$ cat src/rtl/spi_controller.sv
// SPI mode-0 master (MSB first) behind a 4-register CPU interface: DATA, STATUS, DIVIDER, SELECT.
// Define SPI_IRQ_EN to add the irq_n output and a writable interrupt enable in STATUS bit 0.
module spi_controller #(
   parameter logic [7:0] DIV_RESET = 8'd3
) (
   input  logic       clk,
   input  logic       reset_n,
   input  logic       phi2,
   input  logic       read_write,
   input  logic       io_spi_n,
   input  logic       write_enable,
   input  logic [1:0] per_addr,
   input  logic [7:0] data_in,
   output logic [7:0] data_out,
   output logic       sclk,
   output logic       mosi,
   input  logic       miso,
`ifdef SPI_IRQ_EN
   output logic       irq_n,
`endif
   output logic [3:0] ss_n
);

   localparam logic [1:0] IDLE = 2'd0;
   localparam logic [1:0] LOW  = 2'd1;
   localparam logic [1:0] HIGH = 2'd2;

   logic [1:0] state;
   logic [7:0] tx_sh;
   logic [7:0] rx_sh;
   logic [7:0] rx_r;
   logic [7:0] div_r;
   logic [7:0] hcnt;
   logic [2:0] bit_cnt;
   logic [3:0] ss_r;
   logic       done;
   logic       overrun;
   logic       wr_prev;
   logic       phi2_prev;
   logic       irq_en;
   logic       wr_lvl;
   logic       wr_stb;
   logic       rd_clr;
   logic       busy;

   // One strobe per CPU write however long write_enable stays asserted.
   assign wr_lvl = write_enable && !io_spi_n;
   assign wr_stb = wr_lvl && !wr_prev;
   assign rd_clr = phi2_prev && !phi2 && !io_spi_n && read_write && (per_addr == 2'd0);
   assign busy   = (state != IDLE);
   assign sclk   = (state == HIGH);
   assign mosi   = tx_sh[7];
   assign ss_n   = ss_r;

   always_ff @(posedge clk) begin
      if (!reset_n) begin
         state     <= IDLE;
         tx_sh     <= 8'h00;
         rx_sh     <= 8'h00;
         rx_r      <= 8'h00;
         div_r     <= DIV_RESET;
         hcnt      <= 8'h00;
         bit_cnt   <= 3'd0;
         ss_r      <= 4'hF;
         done      <= 1'b0;
         overrun   <= 1'b0;
         wr_prev   <= 1'b0;
         phi2_prev <= 1'b0;
      end else begin
         wr_prev   <= wr_lvl;
         phi2_prev <= phi2;
         if (wr_stb && per_addr == 2'd2) div_r <= data_in;
         if (wr_stb && per_addr == 2'd3) ss_r <= data_in[3:0];
         if (wr_stb && per_addr == 2'd1 && data_in[5]) overrun <= 1'b0;
         if (wr_stb && per_addr == 2'd0 && busy) overrun <= 1'b1;
         // Clears are issued first so a completion later in this block wins.
         if ((wr_stb && per_addr == 2'd1 && data_in[6]) || rd_clr) done <= 1'b0;
         case (state)
            IDLE: begin
               if (wr_stb && per_addr == 2'd0) begin
                  tx_sh   <= data_in;
                  done    <= 1'b0;
                  bit_cnt <= 3'd0;
                  hcnt    <= div_r;
                  state   <= LOW;
               end
            end
            LOW: begin
               if (hcnt == 8'h00) begin
                  rx_sh <= {rx_sh[6:0], miso};
                  hcnt  <= div_r;
                  state <= HIGH;
               end else begin
                  hcnt <= hcnt - 8'd1;
               end
            end
            HIGH: begin
               if (hcnt == 8'h00) begin
                  if (bit_cnt == 3'd7) begin
                     rx_r  <= rx_sh;
                     done  <= 1'b1;
                     state <= IDLE;
                  end else begin
                     tx_sh   <= {tx_sh[6:0], 1'b0};
                     bit_cnt <= bit_cnt + 3'd1;
                     hcnt    <= div_r;
                     state   <= LOW;
                  end
               end else begin
                  hcnt <= hcnt - 8'd1;
               end
            end
            default: state <= IDLE;
         endcase
      end
   end

`ifdef SPI_IRQ_EN
   always_ff @(posedge clk) begin
      if (!reset_n) begin
         irq_en <= 1'b0;
         irq_n  <= 1'b1;
      end else begin
         if (wr_stb && per_addr == 2'd1) irq_en <= data_in[0];
         irq_n <= !(irq_en && done);
      end
   end
`else
   assign irq_en = 1'b0;
`endif

   always_comb begin
      data_out = 8'h00;
      case (per_addr)
         2'd0:    data_out = rx_r;
         2'd1:    data_out = {busy, done, overrun, 4'b0000, irq_en};
         2'd2:    data_out = div_r;
         default: data_out = {4'h0, ss_r};
      endcase
   end

endmodule

$ cat config.mk
export PLATFORM = sky130hd
export DESIGN_NAME = spi_controller
export DESIGN_NICKNAME = d
export VERILOG_FILES = /design/src/rtl/spi_controller.sv
export SDC_FILE = /design/constraint.sdc
export NUM_CORES = 1
export LEC_CHECK = 0
export ABC_AREA = 0
export CAP_MARGIN = 10
export CORE_MARGIN = 1
export CORE_UTILIZATION = 30
export CTS_BUF_LIST = sky130_fd_sc_hd__clkbuf_4 sky130_fd_sc_hd__clkbuf_8
export DETAILED_ROUTE_END_ITERATION = 8
export PLACE_DENSITY = 0.48
export SETUP_SLACK_MARGIN = 0.4
export SLEW_MARGIN = 20
export SYNTH_ARGS = -nofsm -noshare
export SYNTH_HDL_FRONTEND = slang
export SYNTH_SLANG_ARGS = --single-unit
$ cat constraint.sdc
create_clock -name clk -period 2.05 [get_ports clk]
set_input_delay 0.3075 -clock clk [delete_from_list [all_inputs] [get_ports clk]]
set_output_delay 0.3075 -clock clk [all_outputs]
set_load 0.005 [all_outputs]
==> results.sh <==
export IMPL_outcome="complete, no violations"
export IMPL_path_clk_slew_ps=110
export IMPL_worstPathCellList="inv_4, ha_4, nor3b_4, buf_6, and2_4, o21bai_4, or3_4, a21oi_2"
export IMPL_critPathRequiredTime_ps=2290
export IMPL_ys_warn_count=0
export IMPL_slew_viol_final=0
export IMPL_yosys_cell_types_count=48
export IMPL_hold_viol=0
export IMPL_cts_buffer_depth=2
export IMPL_async_flop_share=0
export IMPL_core_sq_um=8340
export IMPL_skew_ps=13.0
export IMPL_peakVddDrop_mv=0.407
export IMPL_diodes=0
export IMPL_vias=2434
export IMPL_clock_fmax_mhz=561
export IMPL_grt_pass1_vias=2404
export IMPL_final_area_sq_um=3830
export IMPL_crit_path_end_kind="flip-flop"
export IMPL_grt_pass1_wl_mm=12.3
export IMPL_holdCritStartpoint="rx_sh[7]$_SDFFE_PN0P_"
export IMPL_wl_per_cell_um=15.7
export IMPL_grt_overflow=0
export IMPL_reg2reg_to="state[0]$_SDFFE_PN0P_"
export IMPL_vias_per_cell=5.08
export IMPL_path_max_fanout=3
export IMPL_hold_path_endpoint="rx_sh[7]$_SDFFE_PN0P_"
export IMPL_critical_path_class="reg2reg"
export IMPL_syn_inst=306
export IMPL_hold_depth=2
export IMPL_htree_levels=2
export IMPL_cap_viol_max_count=0
export IMPL_rows=33
export IMPL_dr_pass1_iters=4
export IMPL_yosysSeqAreaShare=0.406
export IMPL_rsz0062_at_grt="yes"
export IMPL_drc=0
export IMPL_grtUsageTotal=0.179
export IMPL_ys_seq_elements=53
export IMPL_clockRootBuffer="clkbuf_8"
export IMPL_setup_slack_ps=267
export IMPL_worstMarginPinSlew_ps=307
export IMPL_final_nets=398
export IMPL_cts_hold_buf=0
export IMPL_routed_wl_mm=7.54
export IMPL_clk_latency_ps=310
export IMPL_ios=31
export IMPL_cp_arrival_ps=2020
export IMPL_power_static_leakage_nw=1.39
export IMPL_slowest_delay_ps=370
export IMPL_start_util=0.314
export IMPL_grt_max_degree=25
export IMPL_port_buffers=30
export IMPL_gp_congestion=0.745
export IMPL_reg2regPathDepth=8
export IMPL_antenna_found_initial=0
export IMPL_min_period_over_period=0.870
export IMPL_syn_area_per_cell_sq_um=8.55
export IMPL_post_place_ws_ps=-193
export IMPL_relSlewSlack=0.796
export IMPL_synthesis_area_sq_um=2620
export IMPL_synth_main_ff_cell="dfxtp_1"
export IMPL_die_height_um=95.4
export IMPL_rrSetupSlack_ps=270
export IMPL_placed_area_sq_um=3190
export IMPL_area_delta_synth_final_pct=46.6
export IMPL_syn_nets=331
export IMPL_cts_buffers=5
export IMPL_min_period_ps=1780
export IMPL_fin_util=0.459
export IMPL_numClockSinks=53
export IMPL_whs_ps=467
export IMPL_finalPower_mw=4.53
export IMPL_drive_above_1_share=0.356
export IMPL_power_density_nw_per_um2=1180
export IMPL_dpl_hpwl_mm=4.95
export IMPL_r2r_start="hcnt[0]$_SDFFE_PN0P_"
export IMPL_drt_antenna_violating_nets=0
export IMPL_hold_class="reg2reg"
export IMPL_synth_edff_count=0
export IMPL_setup_viol_count_final=0
export IMPL_die_x_um=95.4
export IMPL_crit_slowest_cell="dfxtp_4"
export IMPL_die_area_sq_um=9090
export IMPL_cts_tree="done"
export IMPL_drt_iter0_markers=109
export IMPL_start_kind="flip-flop"
## per-layer routing
layer | part of all wire | track usage | vias up
li1 | - | - | 1224
met1 | 0.47 | 0.235 | 1152
met2 | 0.48 | 0.296 | 47
met3 | 0.036 | 0.0359 | 11
met4 | 0.015 | 0.0480 | 0
met5 | 0 | 0 | -
## metrics by stage
step	instances	TNS [ps]
2_1_floorplan	306	0
3_3_place_gp	444	-1340
3_5_place_dp	444	-1360
4_1_cts	470	0
5_1_grt	479	0
6_report	479	0
## flip-flops by register name (all words and copies together) (netlist names)
signal and count:
wr_prev 1, done 1, ss_n 4, phi2_prev 1, state 2, rx_r 8
hcnt 8, div_r 8, overrun 1, bit_cnt 3, rx_sh 8, tx_sh 8
## cell type report
| class | instances | area (sq um) |
|---|---|---|
| Clock buffer | 5 | 68.8 |
| Clock inverter | 3 | 28.8 |
| Fill cell | 834 | 4510 |
| Inverter | 6 | 27.5 |
| Multi-Input combinational cell | 228 | 1680 |
| Sequential cell | 53 | 1090 |
| Tap cell | 105 | 131 |
| Timing Repair Buffer | 79 | 813 |
## worst max path at each step
stage,from,endpoint,slack (ps)
floorplan,hcnt[0]$_SDFFE_PN0P_,hcnt[7]$_SDFFE_PN0P_,320
global placement,per_addr[0],data_out[7],-180
detailed placement,per_addr[0],data_out[7],-190
CTS,hcnt[0]$_SDFFE_PN0P_,hcnt[6]$_SDFFE_PN0P_,280
global route,hcnt[0]$_SDFFE_PN0P_,state[0]$_SDFFE_PN0P_,210
finish,hcnt[0]$_SDFFE_PN0P_,state[0]$_SDFFE_PN0P_,270
## power breakdown
part	leakage (nW)	total (mW)	internal, mW	switching (mW)
clock network	0.0506	0.648	0.257	0.392
logic	0.908	2.62	1.40	1.22
registers	0.434	1.27	1.17	0.0944
## timing repair
item,CTS,global route
pin swaps,18,18
gates resized for setup,74,37
buffers inserted,15,7
gates cloned,3,2
endpoints found under the setup margin,51,49
## synth_stat cells, types with 3 or more instances
cell type  number  area, sq um
a211oi_2        5         62.6
a21oi_1        27          135
a22o_1          4         35.0
buf_2           3         15.0
buf_4           3         22.5
clkbuf_1       11         41.3
dfxtp_1        53         1060
ha_1            8          100
inv_1           6         22.5
mux2_2          4         45.0
mux2i_1        22          220
nand2_1        46          173
nand3_1        24          120
nor2_1         27          101
nor2b_1         3         18.8
nor3_1          4         20.0
o21ai_0        12         60.1
o32ai_1         3         26.3
## critical path, delay by kind of cell (launching register included)
kind            cells  cell delay, ps
compound gates      2             200
fa+ha+maj           1             130
buf+inv             2             200
flops               1             370
simple gates        3             790
## cells by family after synthesis
logic type | after synthesis | synth area share
DFF | 53 | 0.406
muxes | 26 | 0.101
buffers and inverters | 26 | 0.0459
AOI/OAI and AO/OA | 68 | 0.174
and+or+nand+nor | 125 | 0.234
adders and majority gates | 8 | 0.0383
## placed cells by master (no fill, tap or decap), types with 4 or more instances in the layout
master           Yosys  layout
a22o_1               4       4
nand2_1             46      42
clkdlybuf4s50_1      0      19
dfxtp_4              0       4
nand2_2              1       4
buf_12               0       7
ha_4                 0       4
clkbuf_8             0       5
dfxtp_2              0       8
buf_2                3       5
buf_4                3      32
a211oi_2             5       5
a21oi_1             27      22
nand3_1             24      21
o21ai_0             12       6
a21oi_2              1       5
nor2_1              27      25
mux2i_1             22      22
o21ai_1              0       5
dfxtp_1             53      41
buf_6                1       5
nor3_1               4       4
No activity file was read; power rests on OpenSTA's default activity.
